**src/rtl/muldiv_unit.sv**
```systemverilog
// Iterative RV32M multiply/divide unit: one bit per cycle over XLEN cycles,
// with division-by-zero and signed-overflow cases resolved at issue.
module muldiv_unit #(
    parameter int XLEN = 32
) (
    input  logic            clk,
    input  logic            rst_n,
    input  logic            start,
    input  logic [2:0]      op,
    input  logic [XLEN-1:0] a,
    input  logic [XLEN-1:0] b,
    input  logic            flush,
    output logic            busy,
    output logic            valid,
    output logic [XLEN-1:0] result
);

    localparam int CW = $clog2(XLEN);
    localparam logic [XLEN-1:0] MOST_NEG = {1'b1, {(XLEN-1){1'b0}}};

    typedef enum logic [1:0] {
        IDLE,
        CALC,
        DONE
    } state_t;

    state_t state, state_d;

    logic [CW-1:0]   cnt;
    logic [XLEN-1:0] hi, lo, opnd;
    logic [XLEN-1:0] hi_d, lo_d;
    logic [2:0]      op_q;
    logic            neg;

    logic            accept, last, special;
    logic            is_div, a_sgn, b_sgn, a_neg, b_neg;
    logic [XLEN-1:0] a_abs, b_abs, special_res, final_res;
    logic [XLEN:0]   mul_sum, div_shift, div_diff;
    logic [2*XLEN-1:0] prod, prod_s;
    logic [XLEN-1:0] quo_s, rem_s;

    assign busy   = (state == CALC);
    assign valid  = (state == DONE);
    assign accept = start & ~flush & ((state == IDLE) | (state == DONE));
    assign last   = (cnt == CW'(XLEN - 1));

    // Operand decode on the live inputs; only consumed on the accepting edge.
    always_comb begin
        is_div = op[2];
        a_sgn  = is_div ? ~op[0] : (op[1:0] != 2'b11);
        b_sgn  = is_div ? ~op[0] : ~op[1];
        a_neg  = a_sgn & a[XLEN-1];
        b_neg  = b_sgn & b[XLEN-1];
        a_abs  = a_neg ? -a : a;
        b_abs  = b_neg ? -b : b;
        special = is_div & ((b == '0) | (~op[0] & (a == MOST_NEG) & (b == '1)));
        if (b == '0)
            special_res = op[1] ? a : '1;
        else
            special_res = op[1] ? '0 : a;
    end

    // Magnitude datapath: hi:lo is the product/partial product for multiplies,
    // remainder:quotient for divides; opnd holds multiplicand or divisor.
    always_comb begin
        mul_sum   = {1'b0, hi} + (lo[0] ? {1'b0, opnd} : '0);
        div_shift = {hi, lo[XLEN-1]};
        div_diff  = div_shift - {1'b0, opnd};
        if (op_q[2]) begin
            if (!div_diff[XLEN]) begin
                hi_d = div_diff[XLEN-1:0];
                lo_d = {lo[XLEN-2:0], 1'b1};
            end else begin
                hi_d = div_shift[XLEN-1:0];
                lo_d = {lo[XLEN-2:0], 1'b0};
            end
        end else begin
            {hi_d, lo_d} = {mul_sum, lo[XLEN-1:1]};
        end
    end

    always_comb begin
        prod   = {hi_d, lo_d};
        prod_s = neg ? -prod : prod;
        quo_s  = neg ? -lo_d : lo_d;
        rem_s  = neg ? -hi_d : hi_d;
        if (op_q[2])
            final_res = op_q[1] ? rem_s : quo_s;
        else if (op_q[1:0] == 2'b00)
            final_res = prod_s[XLEN-1:0];
        else
            final_res = prod_s[2*XLEN-1:XLEN];
    end

    always_comb begin
        state_d = state;
        case (state)
            IDLE:    if (accept) state_d = special ? DONE : CALC;
            CALC:    if (last) state_d = DONE;
            DONE:    state_d = accept ? (special ? DONE : CALC) : IDLE;
            default: state_d = IDLE;
        endcase
        if (flush)
            state_d = IDLE;
    end

    always_ff @(posedge clk) begin
        if (!rst_n)
            state <= IDLE;
        else
            state <= state_d;
    end

    always_ff @(posedge clk) begin
        if (!rst_n) begin
            cnt    <= '0;
            hi     <= '0;
            lo     <= '0;
            opnd   <= '0;
            op_q   <= '0;
            neg    <= 1'b0;
            result <= '0;
        end else if (flush) begin
            cnt <= '0;
        end else if (accept) begin
            op_q <= op;
            neg  <= (is_div & op[1]) ? a_neg : (a_neg ^ b_neg);
            cnt  <= '0;
            hi   <= '0;
            if (is_div) begin
                lo   <= a_abs;
                opnd <= b_abs;
            end else begin
                lo   <= b_abs;
                opnd <= a_abs;
            end
            if (special)
                result <= special_res;
        end else if (state == CALC) begin
            hi  <= hi_d;
            lo  <= lo_d;
            cnt <= cnt + 1'b1;
            if (last)
                result <= final_res;
        end
    end

endmodule

```
**config.mk**
```make
export PLATFORM = sky130hd
export DESIGN_NAME = muldiv_unit
export DESIGN_NICKNAME = d
export VERILOG_FILES = /design/src/rtl/muldiv_unit.sv
export SDC_FILE = /design/constraint.sdc
export NUM_CORES = 1
export LEC_CHECK = 0
export ABC_CLOCK_PERIOD_IN_PS = 9000
export CORE_MARGIN = 10
export CORE_UTILIZATION = 45
export CTS_BUF_LIST = sky130_fd_sc_hd__clkbuf_2
export CTS_CLUSTER_DIAMETER = 120
export DETAILED_ROUTE_END_ITERATION = 7
export PLACE_DENSITY = 0.63
export SLEW_MARGIN = 10
export SYNTH_ARGS = -nofsm -noshare
export SYNTH_HDL_FRONTEND = slang
export SYNTH_SLANG_ARGS = --single-unit
```
**constraint.sdc**
```tcl
create_clock -name clk -period 9 [get_ports clk]
set_clock_uncertainty 0.05 [all_clocks]
set_input_delay 1.35 -clock clk [delete_from_list [all_inputs] [get_ports clk]]
set_output_delay 1.35 -clock clk [all_outputs]
set_load 0.1 [all_outputs]
```
==> impl_metrics.tcl, run 1 <==
set metrics [dict create \
    leakage_nw 6.651 \
    muxShareOfSynthArea_pct 4.525 \
    grt_overflow 0 \
    clk_pin_slew_ps 240 \
    synth_cells 2317 \
    ys_warn_count 0 \
    clockBufferDepth 2 \
    timing.hold.ws_ps 433.5 \
    cts_tree "built" \
    cts_resized 0 \
    worst_pin_slew_ps 1205 \
    syn_area_um2 16150 \
    first_iter_violations 2270 \
    power_density_nw_per_um2 105.4 \
    vdd_drop_max_uv 105.1 \
    rsz0062_at_grt "no" \
    dpl.hpwl_um 56070 \
    gp_congestion 1.030 \
    grt_pass1_wl_um 107600 \
    min-delay-start "opnd[10]" \
    dieWidth_um 209.4 \
    drive_gt1_share_pct 5.769 \
    grt_max_degree 95 \
    hold_end "opnd[10]" \
    ys_seq_area_share_pct 17.23 \
    place_area_um2 17480 \
    timing.rr.start "lo[31]" \
    yosys.area.top_type "dfxtp_1" \
    cts-htree-levels 4 \
    initial_core_util_pct 45.51 \
    synth.most_common_cell "nor2_1" \
    die_h_um 209.4 \
    period_share_pct 69.16 \
    synthAdderAreaFrac_pct 7.176 \
    cp-start-kind "register" \
    slew_viol_final 0 \
    arrival_ps 6980 \
    syn2layout_area_growth_pct 9.787 \
    r2r_end "result[31]" \
    hold_viol 0 \
    critPathMaxFanout 7 \
    async_flop_share_pct 0 \
    worstSetupEndpointType "register" \
    dpl_worst_slack_ps 2335 \
    finalCriticalPeriod_ps 6225 \
    fin_cells 2802 \
    critPathKind "reg -> reg" \
    drc_errors 0 \
    stdcell_area_um2 17730 \
    holdBufCountCts 0 \
    maxCapViolCount 0 \
    ant_nets 0 \
    synth.top_cell.area_share_pct 17.23 \
    worst_slack_ps 2775 \
    vias 18430 \
    synth-simple-area-share_pct 26.44 \
    yosysUniqueCellTypes 103 \
    synth_edf_count 0 \
    portBuffers 104 \
    ys_ff_latch 139 \
    drt-pass1-iter-count 6 \
    postCtsSetupBuffers 0 \
    grt_pass1_vias 16870 \
    fp.dieArea_um2 43860 \
    status "finished, final reports clean" \
    reg2reg_slack_ps 2780 \
    ys.flop_type "dfxtp_1" \
    wl_um 71870 \
    synthXorXnorAreaFrac_pct 8.191 \
    crit_required_ps 9750 \
    reg2reg_depth 16 \
    netlist_top_cells_area "dfxtp_1, nor2_1, a21oi_1" \
    wl_per_cell_um 25.65 \
    syn_nets 2461 \
    cts_root_buf "clkbuf_2" \
    numClockSinks 139 \
    synthTopCellsByCount "nor2_1, nand2_1, a21oi_1" \
    fmax_mhz 160.7 \
    avgSynthCellArea_um2 6.969 \
    grt_usage_pct 31.31 \
    viasPerCell 6.579 \
    final.setup.tns_ps 0 \
    synth_compound_area_share_pct 31.13 \
    cts-buffers-inserted 17 \
    dp.cells 2769 \
    hold_path_depth 2 \
    synth_top_family_by_area "compound AO/OA/AOI/OAI gates" \
    setup_viol 0 \
    slew_headroom_pct 17.56 \
    worstHoldPathType "reg -> reg" \
    fp-row-count 69 \
    antenna_found_initial 2 \
    core_um2 35480 \
    clk_latency_ps 910 \
    pin_count 105 \
    layout.nets 2471 \
]
[sequential cells by signal, indices dropped and copies added, names as in the netlist]
name / cells
hi: 32
lo: 32
opnd: 32
result: 32
cnt: 5
op_q: 3
state: 2
neg: 1
[layer usage]
layer,routed length (um),global-route usage [%],vias up
met1,30810,41.74,8855
met3,6186,5.657,169
met5,11,0,-
li1,-,-,8552
met2,31800,48.78,855
met4,3067,12.60,2
[cells by family (layout without fill, tap and decap cells)]
kind of cell | count (synthesis) | in the layout
simple gates | 894 | 894
compound gates | 750 | 750
flops | 139 | 139
xor+xnor | 151 | 151
mux | 71 | 71
fa+ha+maj | 96 | 96
other cells | 0 | 1
buf+inv | 216 | 239
[stage by stage]
step	total power, W	utilization, %
floorplan	0.001162	-
global placement	0.001422	49.26
detailed placement	0.001425	49.26
CTS	0.001841	49.94
global route	0.001940	49.96
finish	0.001868	49.96
[critical path, cell delays in order (launching register included)]
cell and delay [ps]:
dfxtp_1 520, inv_1 110, ha_1 240, fa_1 460, nand2b_1 220, a21oi_2 270, o21ai_0 280, a2111oi_0 1080
nor2_1 150, xnor2_1 190, a311o_1 490, nor2_1 360, nand4_1 330, or4b_4 630, or3_1 330, o311a_1 300
a31oi_1 150
[report_power, final]
part           internal, W  switching (W)
clock             0.000133       0.000295
sequential        0.000639      0.0000313
combinational     0.000262       0.000509
[final cells by class]
type / count / area [um^2]
Fill cell: 3653 / 17760
Multi-Input combinational cell: 1962 / 12550
Sequential cell: 139 / 2789
Timing Repair Buffer: 142 / 1321
Tap cell: 461 / 576.8
Inverter: 65 / 245.2
Clock inverter: 13 / 143.9
Clock buffer: 19 / 95.09
Antenna cell: 1 / 2.502
[cell usage in the layout, fill, tap and decap left out, drive strengths merged, types with 39 or more instances in the layout]
cell type      Yosys  routed
nor3              68      68
nand3             56      56
and2              49      49
xnor2             93      93
mux2i             64      64
ha                71      71
a211oi            48      48
o211ai            76      76
dfxtp            139     139
a21oi            204     204
nor2             297     297
clkdlybuf4s50      0     103
buf               36      39
nand2            229     229
o21ai            162     162
xor2              58      58
inv               63      65
[worst max path at each step]
stage | end | startpoint | cells after the start | slack, ps
2_1_floorplan | result[30] | lo[31] | 25 | 4070
3_3_place_gp | result[21] | b[6] | 12 | 2430
3_5_place_dp | result[21] | b[6] | 12 | 2330
6_report | result[31] | lo[31] | 16 | 2780
5_1_grt | result[30] | lo[31] | 23 | 2490
4_1_cts | result[31] | lo[31] | 17 | 2960
No activity file was read; power rests on OpenSTA's default activity.
==> run 2: changes to the inputs <==
--- a/config.mk
+++ b/config.mk
@@ -5,13 +5,13 @@
 export SDC_FILE = /design/constraint.sdc
 export NUM_CORES = 1
 export LEC_CHECK = 0
-export ABC_CLOCK_PERIOD_IN_PS = 9000
+export ABC_CLOCK_PERIOD_IN_PS = 5700
 export CORE_MARGIN = 10
 export CORE_UTILIZATION = 45
 export CTS_BUF_LIST = sky130_fd_sc_hd__clkbuf_2
 export CTS_CLUSTER_DIAMETER = 120
 export DETAILED_ROUTE_END_ITERATION = 7
-export PLACE_DENSITY = 0.63
+export PLACE_DENSITY = 0.66
 export SLEW_MARGIN = 10
 export SYNTH_ARGS = -nofsm -noshare
 export SYNTH_HDL_FRONTEND = slang
==> constraint.sdc (replaced) <==
create_clock -name clk -period 5.7 [get_ports clk]
set_clock_uncertainty 0.05 [all_clocks]
set_input_delay 0.855 -clock clk [delete_from_list [all_inputs] [get_ports clk]]
set_output_delay 0.855 -clock clk [all_outputs]
set_load 0.1 [all_outputs]
==> impl_metrics.tcl, run 2 (synthesis results as in run 1) <==
set metrics [dict create \
    status "finished, final reports clean" \
    arrival_ps 6240 \
    cts_root_buf "clkbuf_2" \
    multi_input_area_um2 12550 \
    cts-buffers-inserted 17 \
    netSwitchingFraction_pct 44.82 \
    timing.rr.start "lo[31]" \
    clockBufferDepth 2 \
    fill_cells 3644 \
    cpMostUsedCell "buf_4" \
    rsz0062_at_grt "no" \
    core_um2 35480 \
    slew_viol_final 0 \
    crit_start "lo[31]" \
    seq_area_um2 2788 \
    hold_viol 0 \
    pin_count 105 \
    leakage_nw 7.087 \
    grt_usage_pct 32.72 \
    grt_pass1_vias 17510 \
    p_int_w 0.001677 \
    wl_um 74990 \
    clk_latency_ps 880 \
    finalCriticalPeriod_ps 5481 \
    layout_commonest_cell "nor2_1" \
    final.setup.tns_ps 0 \
    fp-row-count 69 \
    worst_pin_slew_ps 1240 \
    fp.dieArea_um2 43860 \
    clk_pin_slew_ps 260 \
    critPathCapture "result[31]" \
    ant_nets 0 \
    layout_common_cells "nor2_1, nand2_1, a21oi_1, o21ai_0, dfxtp_1" \
    timing.hold.ws_ps 434.7 \
    first_iter_violations 2395 \
    viasPerCell 6.590 \
    reg2reg_slack_ps 220 \
    critPathKind "reg -> reg" \
    cp_num_buf_inv 3 \
    cp_top_family "simple AND/OR/NAND/NOR gates" \
    reg2reg_depth 18 \
    grt_max_degree 84 \
    power_frac_clock_pct 22.5 \
    dpl.hpwl_um 59330 \
    crit_required_ps 6460 \
    worstHoldPathType "reg -> reg" \
    drt-pass1-iter-count 6 \
    dieWidth_um 209.4 \
    seqPwrFrac_pct 34.7 \
    p_comb_share_pct 42.8 \
    drive_gt1_share_pct 9.147 \
    antenna_found_initial 5 \
    grt_pass1_wl_um 112300 \
    numClockSinks 139 \
    gp_congestion 1.095 \
    cts-htree-levels 4 \
    period_share_pct 96.15 \
    maxCapViolCount 0 \
    slew_headroom_pct 16.82 \
    slowest_delay_ps 520 \
    grt_overflow 0 \
    portBuffers 104 \
    cp-start-kind "register" \
    hold_path_depth 2 \
    critPathMaxFanout 19 \
    p_switching_w 0.001362 \
    layout.nets 2558 \
    vias 19050 \
    fmax_mhz 182.5 \
    critPathSlowestCell "or4_1" \
    cts_tree "built" \
    wl_per_cell_um 25.94 \
    power_density_nw_per_um2 165.1 \
    vdd_drop_max_uv 182.0 \
    die_h_um 209.4 \
    initial_core_util_pct 45.51 \
    worstSetupEndpointType "register" \
    cp_num_cells 18 \
    syn2layout_area_growth_pct 14.01 \
    setup_viol 0 \
    r2r_end "result[31]" \
    drc_errors 0 \
    cp_cell_sequence "inv_1 > ha_1 > fa_1 > nand2b_1 > a21oi_2 > o211ai_4 > a21oi_4 > nor3_4 > buf_4 > buf_4 > or4_1 > a21oi_1 > o211ai_2 > or3_4 > or4b_4 > or3_1 > o311a_1 > a31oi_1" \
]
-- run 2: repair_timing --
| item | in CTS | in global routing |
|---|---|---|
| hold buffers | 0 | 0 |
| resized for setup | 0 | 1 |
| buffers inserted | 0 | 2 |
| setup endpoints to repair | 0 | 2 |
-- run 2: power by group through the flow --
stage	combinational, W	sequential (W)	clock, W
3_3_place_gp	0.00125	0.00107	0
4_1_cts	0.00125	0.00105	0.000686
5_1_grt	0.00138	0.00106	0.000719
6_report	0.00130	0.00105	0.000684
2_1_floorplan	0.000786	0.00105	0
3_5_place_dp	0.00125	0.00107	0
-- run 2: worst reg2reg max path, stage by stage, from the launching register on --
cell and delay (ps):
dfxtp_1 450, inv_1 80, ha_1 230, fa_1 430, nand2b_1 200, a21oi_2 260
o211ai_4 190, a21oi_4 320, nor3_4 70, buf_4 210, buf_4 210, or4_1 530
a21oi_1 240, o211ai_2 240, or3_4 480, or4b_4 500, or3_1 320, o311a_1 290
a31oi_1 150
-- run 2: layout make-up --
type | count | share of cell area [%]
multi-input cells | 1962 | 68.20
clock buffers | 17 | 0.4622
diodes | 3 | 0.04078
flip-flops and latches | 139 | 15.14
inverters | 65 | 1.332
repair buffers | 229 | 10.79
clock inverters | 15 | 0.8972
well taps | 461 | 3.133
-- run 2: metrics by stage --
step                power (W)  util (%)  setup slack (ps)  area, um^2  cells
floorplan            0.001835         -             770.8       16150   2317
global placement     0.002315     51.09             518.8       18130   2854
detailed placement   0.002318     51.09             417.7       18130   2854
CTS                  0.002990     51.80             354.7       18380   2886
global route         0.003156     51.87             3.270       18400   2889
finish               0.003040     51.88             219.3       18410   2891
-- run 2: how the worst min path moves through the flow --
stage             start        to  slack (ps)
4_1_cts         opnd[5]   opnd[5]         440
5_1_grt         opnd[9]   opnd[9]         460
3_3_place_gp     cnt[4]    cnt[4]         400
3_5_place_dp    opnd[5]   opnd[5]         410
2_1_floorplan  opnd[21]  opnd[21]         390
6_report         cnt[4]    cnt[4]         430
-- run 2: routing by layer --
metal	routed length (um)	track usage, %	vias to the layer above
li1	-	-	8754
met1	31760	43.52	9083
met2	32650	50.03	1059
met3	7464	6.978	151
met4	3058	13.62	6
met5	62	0.6881	-
